**src/rtl/bridge_pkg.sv**
```systemverilog
// ---------------------------------------------------------------------------
// bridge_pkg
// Shared definitions for the sram-to-AXI bridge:
//   - bridgeState_e : FSM state encoding
//   - OWNER_*       : which core port owns the in-flight transaction
//   - SIZE_WORD     : the fixed size used for instruction fetches
//   - ID_*          : AXI transaction IDs
//   - axiSize()     : widens the 2-bit sram size into a 3-bit AXI size
// Optional feature macro used by the bridge: BRIDGE_TIMEOUT_EN
// ---------------------------------------------------------------------------
package bridge_pkg;

    typedef enum logic [2:0] {
        ST_IDLE    = 3'd0,
        ST_RD_ADDR = 3'd1,
        ST_RD_DATA = 3'd2,
        ST_WR_REQ  = 3'd3,
        ST_WR_RESP = 3'd4
    } bridgeState_e;

    localparam logic       OWNER_INST      = 1'b0;
    localparam logic       OWNER_DATA      = 1'b1;

    localparam logic [1:0] SIZE_WORD       = 2'd2;

    localparam logic [3:0] ID_INST         = 4'd0;
    localparam logic [3:0] ID_DATA_DEFAULT = 4'd1;

    localparam int         WAIT_CNT_W      = 16;

    function automatic logic [2:0] axiSize(input logic [1:0] size);
        return {1'b0, size};
    endfunction

endpackage

```
**src/rtl/axi_req_latch.sv**
```systemverilog
// ---------------------------------------------------------------------------
// axi_req_latch
// Captures the fields of the granted sram request so that the AXI address
// and write channels can present them stably for the whole transaction.
// Ports:
//   clk, rst_n      : clock and asynchronous active-low reset
//   load_i          : capture the *_i fields this cycle (request granted)
//   owner_i/_o      : OWNER_INST or OWNER_DATA
//   wr_i/_o         : 1 = write
//   size_i/_o       : sram size code (0 byte, 1 half, 2 word)
//   addr_i/_o       : physical address
//   wstrb_i/_o      : write byte enables
//   wdata_i/_o      : write data
// ---------------------------------------------------------------------------
module axi_req_latch
    import bridge_pkg::*;
(
    input  logic        clk,
    input  logic        rst_n,
    input  logic        load_i,
    input  logic        owner_i,
    input  logic        wr_i,
    input  logic [1:0]  size_i,
    input  logic [31:0] addr_i,
    input  logic [3:0]  wstrb_i,
    input  logic [31:0] wdata_i,
    output logic        owner_o,
    output logic        wr_o,
    output logic [1:0]  size_o,
    output logic [31:0] addr_o,
    output logic [3:0]  wstrb_o,
    output logic [31:0] wdata_o
);

    logic        owner_q;
    logic        wr_q;
    logic [1:0]  size_q;
    logic [31:0] addr_q;
    logic [3:0]  wstrb_q;
    logic [31:0] wdata_q;

    always_ff @(posedge clk or negedge rst_n) begin
        if (!rst_n) begin
            owner_q <= OWNER_INST;
            wr_q    <= 1'b0;
            size_q  <= 2'd0;
            addr_q  <= 32'd0;
            wstrb_q <= 4'd0;
            wdata_q <= 32'd0;
        end else if (load_i) begin
            owner_q <= owner_i;
            wr_q    <= wr_i;
            size_q  <= size_i;
            addr_q  <= addr_i;
            wstrb_q <= wstrb_i;
            wdata_q <= wdata_i;
        end
    end

    assign owner_o = owner_q;
    assign wr_o    = wr_q;
    assign size_o  = size_q;
    assign addr_o  = addr_q;
    assign wstrb_o = wstrb_q;
    assign wdata_o = wdata_q;

endmodule

```
**src/rtl/sram_axi_bridge.sv**
```systemverilog
// ---------------------------------------------------------------------------
// sram_axi_bridge
// Arbitrates the CPU core's inst and data sram-like ports onto one AXI3
// master. Single beat, one transaction outstanding, data port has fixed
// priority over the inst port.
// Ports:
//   clk, resetn                 : clock, asynchronous active-low reset
//   inst_* (req/addr/addr_ok/data_ok/rdata) : instruction fetch port
//   data_* (req/wr/size/wstrb/addr/wdata/addr_ok/data_ok/rdata) : data port
//   ar*, r*, aw*, w*, b*        : AXI3 master channels
//   err                         : sticky wait-timeout flag
// Parameters:
//   TIMEOUT_CYC : cycles in one wait state before err is raised
//   DATA_ID     : AXI ID for data-port transactions (inst uses ID_INST)
// Optional feature: define BRIDGE_TIMEOUT_EN to build the wait counter;
// without it err is tied low.
// ---------------------------------------------------------------------------
module sram_axi_bridge
    import bridge_pkg::*;
#(
    parameter int         TIMEOUT_CYC = 1024,
    parameter logic [3:0] DATA_ID     = ID_DATA_DEFAULT
) (
    input  logic        clk,
    input  logic        resetn,
    input  logic        inst_req,
    input  logic [31:0] inst_addr,
    output logic        inst_addr_ok,
    output logic        inst_data_ok,
    output logic [31:0] inst_rdata,
    input  logic        data_req,
    input  logic        data_wr,
    input  logic [1:0]  data_size,
    input  logic [3:0]  data_wstrb,
    input  logic [31:0] data_addr,
    input  logic [31:0] data_wdata,
    output logic        data_addr_ok,
    output logic        data_data_ok,
    output logic [31:0] data_rdata,
    output logic [3:0]  arid,
    output logic [31:0] araddr,
    output logic [2:0]  arsize,
    output logic        arvalid,
    input  logic        arready,
    input  logic [3:0]  rid,
    input  logic [31:0] rdata,
    input  logic [1:0]  rresp,
    input  logic        rlast,
    input  logic        rvalid,
    output logic        rready,
    output logic [3:0]  awid,
    output logic [31:0] awaddr,
    output logic [2:0]  awsize,
    output logic        awvalid,
    input  logic        awready,
    output logic [31:0] wdata,
    output logic [3:0]  wstrb,
    output logic        wlast,
    output logic        wvalid,
    input  logic        wready,
    input  logic [3:0]  bid,
    input  logic [1:0]  bresp,
    input  logic        bvalid,
    output logic        bready,
    output logic        err
);

    bridgeState_e state_q;
    logic         arvalid_q;
    logic         rready_q;
    logic         awvalid_q;
    logic         wvalid_q;
    logic         bready_q;
    logic         awDone_q;
    logic         wDone_q;
    logic         instDataOk_q;
    logic         dataDataOk_q;
    logic [31:0]  instRdata_q;
    logic [31:0]  dataRdata_q;

    logic         canAccept;
    logic         grantData;
    logic         grantInst;
    logic         reqLoad;
    logic         awDoneNow;
    logic         wDoneNow;

    logic         latOwner;
    logic         latWr;
    logic [1:0]   latSize;
    logic [31:0]  latAddr;
    logic [3:0]   latWstrb;
    logic [31:0]  latWdata;

    // Acceptance is blocked while a data_ok pulse is out, so a new request
    // never shares a cycle with the completion of the previous one.
    assign canAccept    = (state_q == ST_IDLE) && !instDataOk_q && !dataDataOk_q;
    assign grantData    = canAccept && data_req;
    assign grantInst    = canAccept && !data_req && inst_req;
    assign reqLoad      = grantData || grantInst;

    assign data_addr_ok = grantData;
    assign inst_addr_ok = grantInst;

    axi_req_latch u_req_latch (
        .clk     (clk),
        .rst_n   (resetn),
        .load_i  (reqLoad),
        .owner_i (grantData ? OWNER_DATA : OWNER_INST),
        .wr_i    (grantData && data_wr),
        .size_i  (grantData ? data_size : SIZE_WORD),
        .addr_i  (grantData ? data_addr : inst_addr),
        .wstrb_i (data_wstrb),
        .wdata_i (data_wdata),
        .owner_o (latOwner),
        .wr_o    (latWr),
        .size_o  (latSize),
        .addr_o  (latAddr),
        .wstrb_o (latWstrb),
        .wdata_o (latWdata)
    );

    // A channel counts as done if it finished earlier or handshakes now.
    assign awDoneNow = awDone_q || (awvalid_q && awready);
    assign wDoneNow  = wDone_q  || (wvalid_q  && wready);

    // Transaction FSM; all AXI valids/readies and data_ok pulses are
    // registered here so they change only on clock edges.
    always_ff @(posedge clk or negedge resetn) begin
        if (!resetn) begin
            state_q      <= ST_IDLE;
            arvalid_q    <= 1'b0;
            rready_q     <= 1'b0;
            awvalid_q    <= 1'b0;
            wvalid_q     <= 1'b0;
            bready_q     <= 1'b0;
            awDone_q     <= 1'b0;
            wDone_q      <= 1'b0;
            instDataOk_q <= 1'b0;
            dataDataOk_q <= 1'b0;
            instRdata_q  <= 32'd0;
            dataRdata_q  <= 32'd0;
        end else begin
            instDataOk_q <= 1'b0;
            dataDataOk_q <= 1'b0;
            case (state_q)
                ST_IDLE: begin
                    if (reqLoad) begin
                        if (grantData && data_wr) begin
                            state_q   <= ST_WR_REQ;
                            awvalid_q <= 1'b1;
                            wvalid_q  <= 1'b1;
                            awDone_q  <= 1'b0;
                            wDone_q   <= 1'b0;
                        end else begin
                            state_q   <= ST_RD_ADDR;
                            arvalid_q <= 1'b1;
                        end
                    end
                end
                ST_RD_ADDR: begin
                    if (arready) begin
                        arvalid_q <= 1'b0;
                        rready_q  <= 1'b1;
                        state_q   <= ST_RD_DATA;
                    end
                end
                ST_RD_DATA: begin
                    if (rvalid) begin
                        rready_q <= 1'b0;
                        state_q  <= ST_IDLE;
                        if (latOwner == OWNER_DATA) begin
                            dataRdata_q  <= rdata;
                            dataDataOk_q <= 1'b1;
                        end else begin
                            instRdata_q  <= rdata;
                            instDataOk_q <= 1'b1;
                        end
                    end
                end
                ST_WR_REQ: begin
                    if (awDoneNow && wDoneNow) begin
                        awvalid_q <= 1'b0;
                        wvalid_q  <= 1'b0;
                        awDone_q  <= 1'b0;
                        wDone_q   <= 1'b0;
                        bready_q  <= 1'b1;
                        state_q   <= ST_WR_RESP;
                    end else begin
                        if (awvalid_q && awready) begin
                            awvalid_q <= 1'b0;
                            awDone_q  <= 1'b1;
                        end
                        if (wvalid_q && wready) begin
                            wvalid_q <= 1'b0;
                            wDone_q  <= 1'b1;
                        end
                    end
                end
                ST_WR_RESP: begin
                    if (bvalid) begin
                        bready_q     <= 1'b0;
                        dataDataOk_q <= 1'b1;
                        state_q      <= ST_IDLE;
                    end
                end
                default: begin
                    state_q <= ST_IDLE;
                end
            endcase
        end
    end

    assign arid         = (latOwner == OWNER_DATA) ? DATA_ID : ID_INST;
    assign araddr       = latAddr;
    assign arsize       = axiSize(latSize);
    assign arvalid      = arvalid_q;
    assign rready       = rready_q;
    assign awid         = (latOwner == OWNER_DATA) ? DATA_ID : ID_INST;
    assign awaddr       = latAddr;
    assign awsize       = axiSize(latSize);
    assign awvalid      = awvalid_q;
    assign wdata        = latWdata;
    assign wstrb        = latWstrb;
    assign wlast        = wvalid_q;
    assign wvalid       = wvalid_q;
    assign bready       = bready_q;
    assign inst_data_ok = instDataOk_q;
    assign inst_rdata   = instRdata_q;
    assign data_data_ok = dataDataOk_q;
    assign data_rdata   = dataRdata_q;

    // Response IDs/status and the latched write flag carry no information
    // the bridge acts on; the FSM already knows the direction.
    logic unusedSignals;
    assign unusedSignals = ^{rid, rresp, rlast, bid, bresp, latWr};

`ifdef BRIDGE_TIMEOUT_EN
    bridgeState_e            prevState_q;
    logic [WAIT_CNT_W-1:0]   waitCnt_q;
    logic [WAIT_CNT_W-1:0]   waitCnt_d;
    logic                    err_q;

    // waitCnt_d is the number of cycles spent so far in the current
    // non-IDLE state, restarting whenever the state changes; it saturates
    // rather than wrapping so a long stall cannot re-arm a stale count.
    always_comb begin
        waitCnt_d = waitCnt_q;
        if (state_q == ST_IDLE) begin
            waitCnt_d = '0;
        end else if (state_q != prevState_q) begin
            waitCnt_d = WAIT_CNT_W'(1);
        end else if (waitCnt_q != '1) begin
            waitCnt_d = waitCnt_q + WAIT_CNT_W'(1);
        end
    end

    // err is sticky until reset; the FSM itself keeps waiting.
    always_ff @(posedge clk or negedge resetn) begin
        if (!resetn) begin
            prevState_q <= ST_IDLE;
            waitCnt_q   <= '0;
            err_q       <= 1'b0;
        end else begin
            prevState_q <= state_q;
            waitCnt_q   <= waitCnt_d;
            if (waitCnt_d == WAIT_CNT_W'(TIMEOUT_CYC)) begin
                err_q <= 1'b1;
            end
        end
    end

    assign err = err_q;
`else
    localparam int unusedTimeoutCyc = TIMEOUT_CYC;
    assign err = 1'b0;
`endif

endmodule

```
**config.mk**
```make
export PLATFORM = sky130hd
export DESIGN_NAME = sram_axi_bridge
export DESIGN_NICKNAME = d
export VERILOG_FILES = /design/src/rtl/bridge_pkg.sv /design/src/rtl/axi_req_latch.sv /design/src/rtl/sram_axi_bridge.sv
export SDC_FILE = /design/constraint.sdc
export NUM_CORES = 1
export LEC_CHECK = 0
export CORE_MARGIN = 10
export CORE_UTILIZATION = 36
export CTS_CLUSTER_DIAMETER = 100
export DETAILED_ROUTE_END_ITERATION = 8
export PLACE_DENSITY = 0.86
export SYNTH_ARGS = -nofsm -noshare
export SYNTH_HDL_FRONTEND = slang
export SYNTH_SLANG_ARGS = --single-unit
export TNS_END_PERCENT = 50
```
**constraint.sdc**
```tcl
create_clock -name clk -period 1.6 [get_ports clk]
set_input_delay 0.24 -clock clk [delete_from_list [all_inputs] [get_ports clk]]
set_output_delay 0.24 -clock clk [all_outputs]
set_load 0.01 [all_outputs]
```
==> impl_metrics.tcl <==
set metrics [dict create \
    status "finished with violations" \
    violations "setup timing" \
    worst_ir_drop_vdd_v 0.001061 \
    min_from "data_req" \
    use_met3 0.08508 \
    ys_top_cells_by_count "155 x mux2_2, 147 x dfrtp_1, 55 x buf_4" \
    slew_viol_final 0 \
    path_clk_slew_ps 60 \
    synthArstFlopShare 1.000 \
    fp.dieH_um 153.9 \
    synth_warnings 0 \
    cts_max_level 4 \
    clkSinkCount 147 \
    worstPathArrival_ps 2170 \
    ant_nets 0 \
    placedInstanceArea_mm2 0.009833 \
    finalHoldViolCount 0 \
    cp-start-kind "flop" \
    r2r_setup_slack_ps -270 \
    route.detailed.drc 0 \
    grt_overflow 0 \
    synth_area_leaders "dfrtp_1 57%, mux2_2 27%, buf_4 6.4%" \
    io_buffers 323 \
    synth_cells 444 \
    fin_crit_ps 1873 \
    clock_skew_ps 9.392 \
    critPathMaxFanout 7 \
    cts_tree "yes" \
    dp_slack_ps -347.8 \
    grt_max_degree 42 \
    worstSetupEndpoint "u_req_latch.wdata_o[7]" \
    io_pins 346 \
    setup_slack_ps -272.8 \
    path_class "flop to flop" \
    die_w_um 153.9 \
    nets 938 \
    ys_seq_area_frac 0.5700 \
    period_share 1.170 \
    p_leak_uw 0.005815 \
    fin_area_mm2 0.01137 \
    yosysTopAreaCell "dfrtp_1" \
    grt_pass1_wl_um 33190 \
    reg2regPathDepth 7 \
    area_growth_pct 76.13 \
    vias 4913 \
    dp.cells 962 \
    drv_cap 0 \
    drive_above_1_share 0.3350 \
    place_congestion 0.8169 \
    initial_utilization 0.3705 \
    synth.cell_area_mm2 0.006454 \
    numCtsBuffers 17 \
    antenna_found_initial 1 \
    grt_use_met2 0.3264 \
    synth.most_common_cell "mux2_2" \
    reg2reg_to "u_req_latch.wdata_o[7]" \
    wl_um 23460 \
    rsz0062_at_grt "true" \
    avgSynthCellArea_um2 14.54 \
    row_count 48 \
    clock_path_buffers 2 \
    first_global_vias 5479 \
    synth_top_area_share 0.5700 \
    fillCellCount 1263 \
    ys_types 41 \
    setup_viol 136 \
    synth-edff-count 0 \
    dieArea_mm2 0.02368 \
    utilization 0.6527 \
    fin_cells 1020 \
    worstHoldPathType "primary input to flop" \
    ys.flop_type "dfrtp_1" \
    grt_usage 0.1794 \
    cts-root-buf "clkbuf_16" \
    clk_latency_ps 410 \
    core_area_mm2 0.01742 \
    viasPerCell 4.817 \
    crit_path_end_kind "flop" \
    wl_per_cell_um 23.00 \
    powerDensity_mw_per_mm2 1996 \
    worstReg2RegStart "state_q[0]" \
    hpwl_um 16210 \
    synth-seq-cells 147 \
    critPathLaunch "state_q[0]" \
    final.setup.tns_ps -26060 \
    dr.pass1.iters 4 \
    fmax_mhz 534.0 \
    required_ps 1900 \
    use_met1 0.1789 \
    drt_iter0_markers 163 \
    top_usage_layer "met2" \
]
logic make-up (layout without fill, tap and decap cells):
kind of cell,count (synthesis),after routing,share of synthesized area
compound gates,26,26,0.02637
mux,164,164,0.2914
other cells,1,10,0.0005811
buf+inv,71,413,0.07871
flops,147,147,0.5700
simple gates,35,35,0.03296
final cells by class:
cell class	instances	area [um2]	area share
tap	225	281.5	0.02477
sequential	147	3680	0.3237
clock inverter	13	171.4	0.01508
multi-input combinational	234	2613	0.2298
timing repair buffer	378	4175	0.3673
antenna	1	2.502	0.0002201
clock buffer	19	432.9	0.03808
inverter	3	11.26	0.0009906
metal layers:
metal | up-vias | share of wire
met5 | - | 0
met4 | 0 | 0.012
met3 | 19 | 0.091
met2 | 219 | 0.54
met1 | 2479 | 0.36
li1 | 2196 | -
placed cells by master, fill, tap and decap left out, types with 3 or more instances in the layout:
master / netlist / layout
a21oi_1: 5 / 5
a31oi_1: 4 / 4
buf_12: 1 / 11
buf_16: 0 / 6
buf_4: 55 / 24
buf_6: 0 / 10
bufinv_16: 0 / 3
clkbuf_16: 0 / 21
clkdlybuf4s50_1: 0 / 176
conb_1: 1 / 9
dfrtp_1: 147 / 146
dlygate4sd2_1: 0 / 53
dlymetal6s2s_1: 0 / 90
inv_1: 3 / 3
inv_6: 0 / 5
mux2_2: 155 / 87
mux2_4: 9 / 77
nand2_1: 7 / 6
nor2_1: 8 / 8
o21ai_0: 7 / 6
state kept, by name (all words and copies together), names as in the netlist, 2 cells and up:
register / cells
u_req_latch.addr_o: 32
u_req_latch.wstrb_o: 4
inst_rdata: 32
u_req_latch.wdata_o: 32
u_req_latch.size_o: 2
data_rdata: 32
state_q: 3
how the worst min path moves through the flow:
stage / to / slack [ps] / cells past startpoint
finish: u_req_latch.owner_o / 190 / 3
global route: u_req_latch.owner_o / 210 / 3
CTS: u_req_latch.owner_o / 170 / 3
detailed placement: u_req_latch.addr_o[31] / 190 / 1
global placement: u_req_latch.addr_o[31] / 200 / 1
floorplan: arvalid / -60 / 0
what timing repair did:
action	in CTS	in global routing
gates resized for setup	97	159
cloned	6	6
hold buffers	1	0
endpoints found under the hold margin	34	0
endpoints found under the setup margin	190	227
pin swaps	5	3
setup buffers	8	5
per-stage QoR:
step,hold WS [ps],total power (uW)
after CTS,174.5,21670
after floorplan,-55.59,11750
after detailed placement,191.2,17450
after global placement,197.0,17170
final,185.0,22690
after global routing,212.1,23850
critical path, stage by stage (launching register included):
cell,delay (ps)
dfrtp_1,400
buf_6,120
nor4b_4,290
buf_4,160
and2b_4,190
buf_6,140
clkbuf_16,170
mux2_4,300
power by group:
| part | internal (uW) | switching (uW) |
|---|---|---|
| clock | 2490 | 1670 |
| combinational | 7190 | 4600 |
| sequential | 5580 | 1160 |
| total | 15300 | 7430 |
Note: power is estimated with default switching activity, not from simulation.
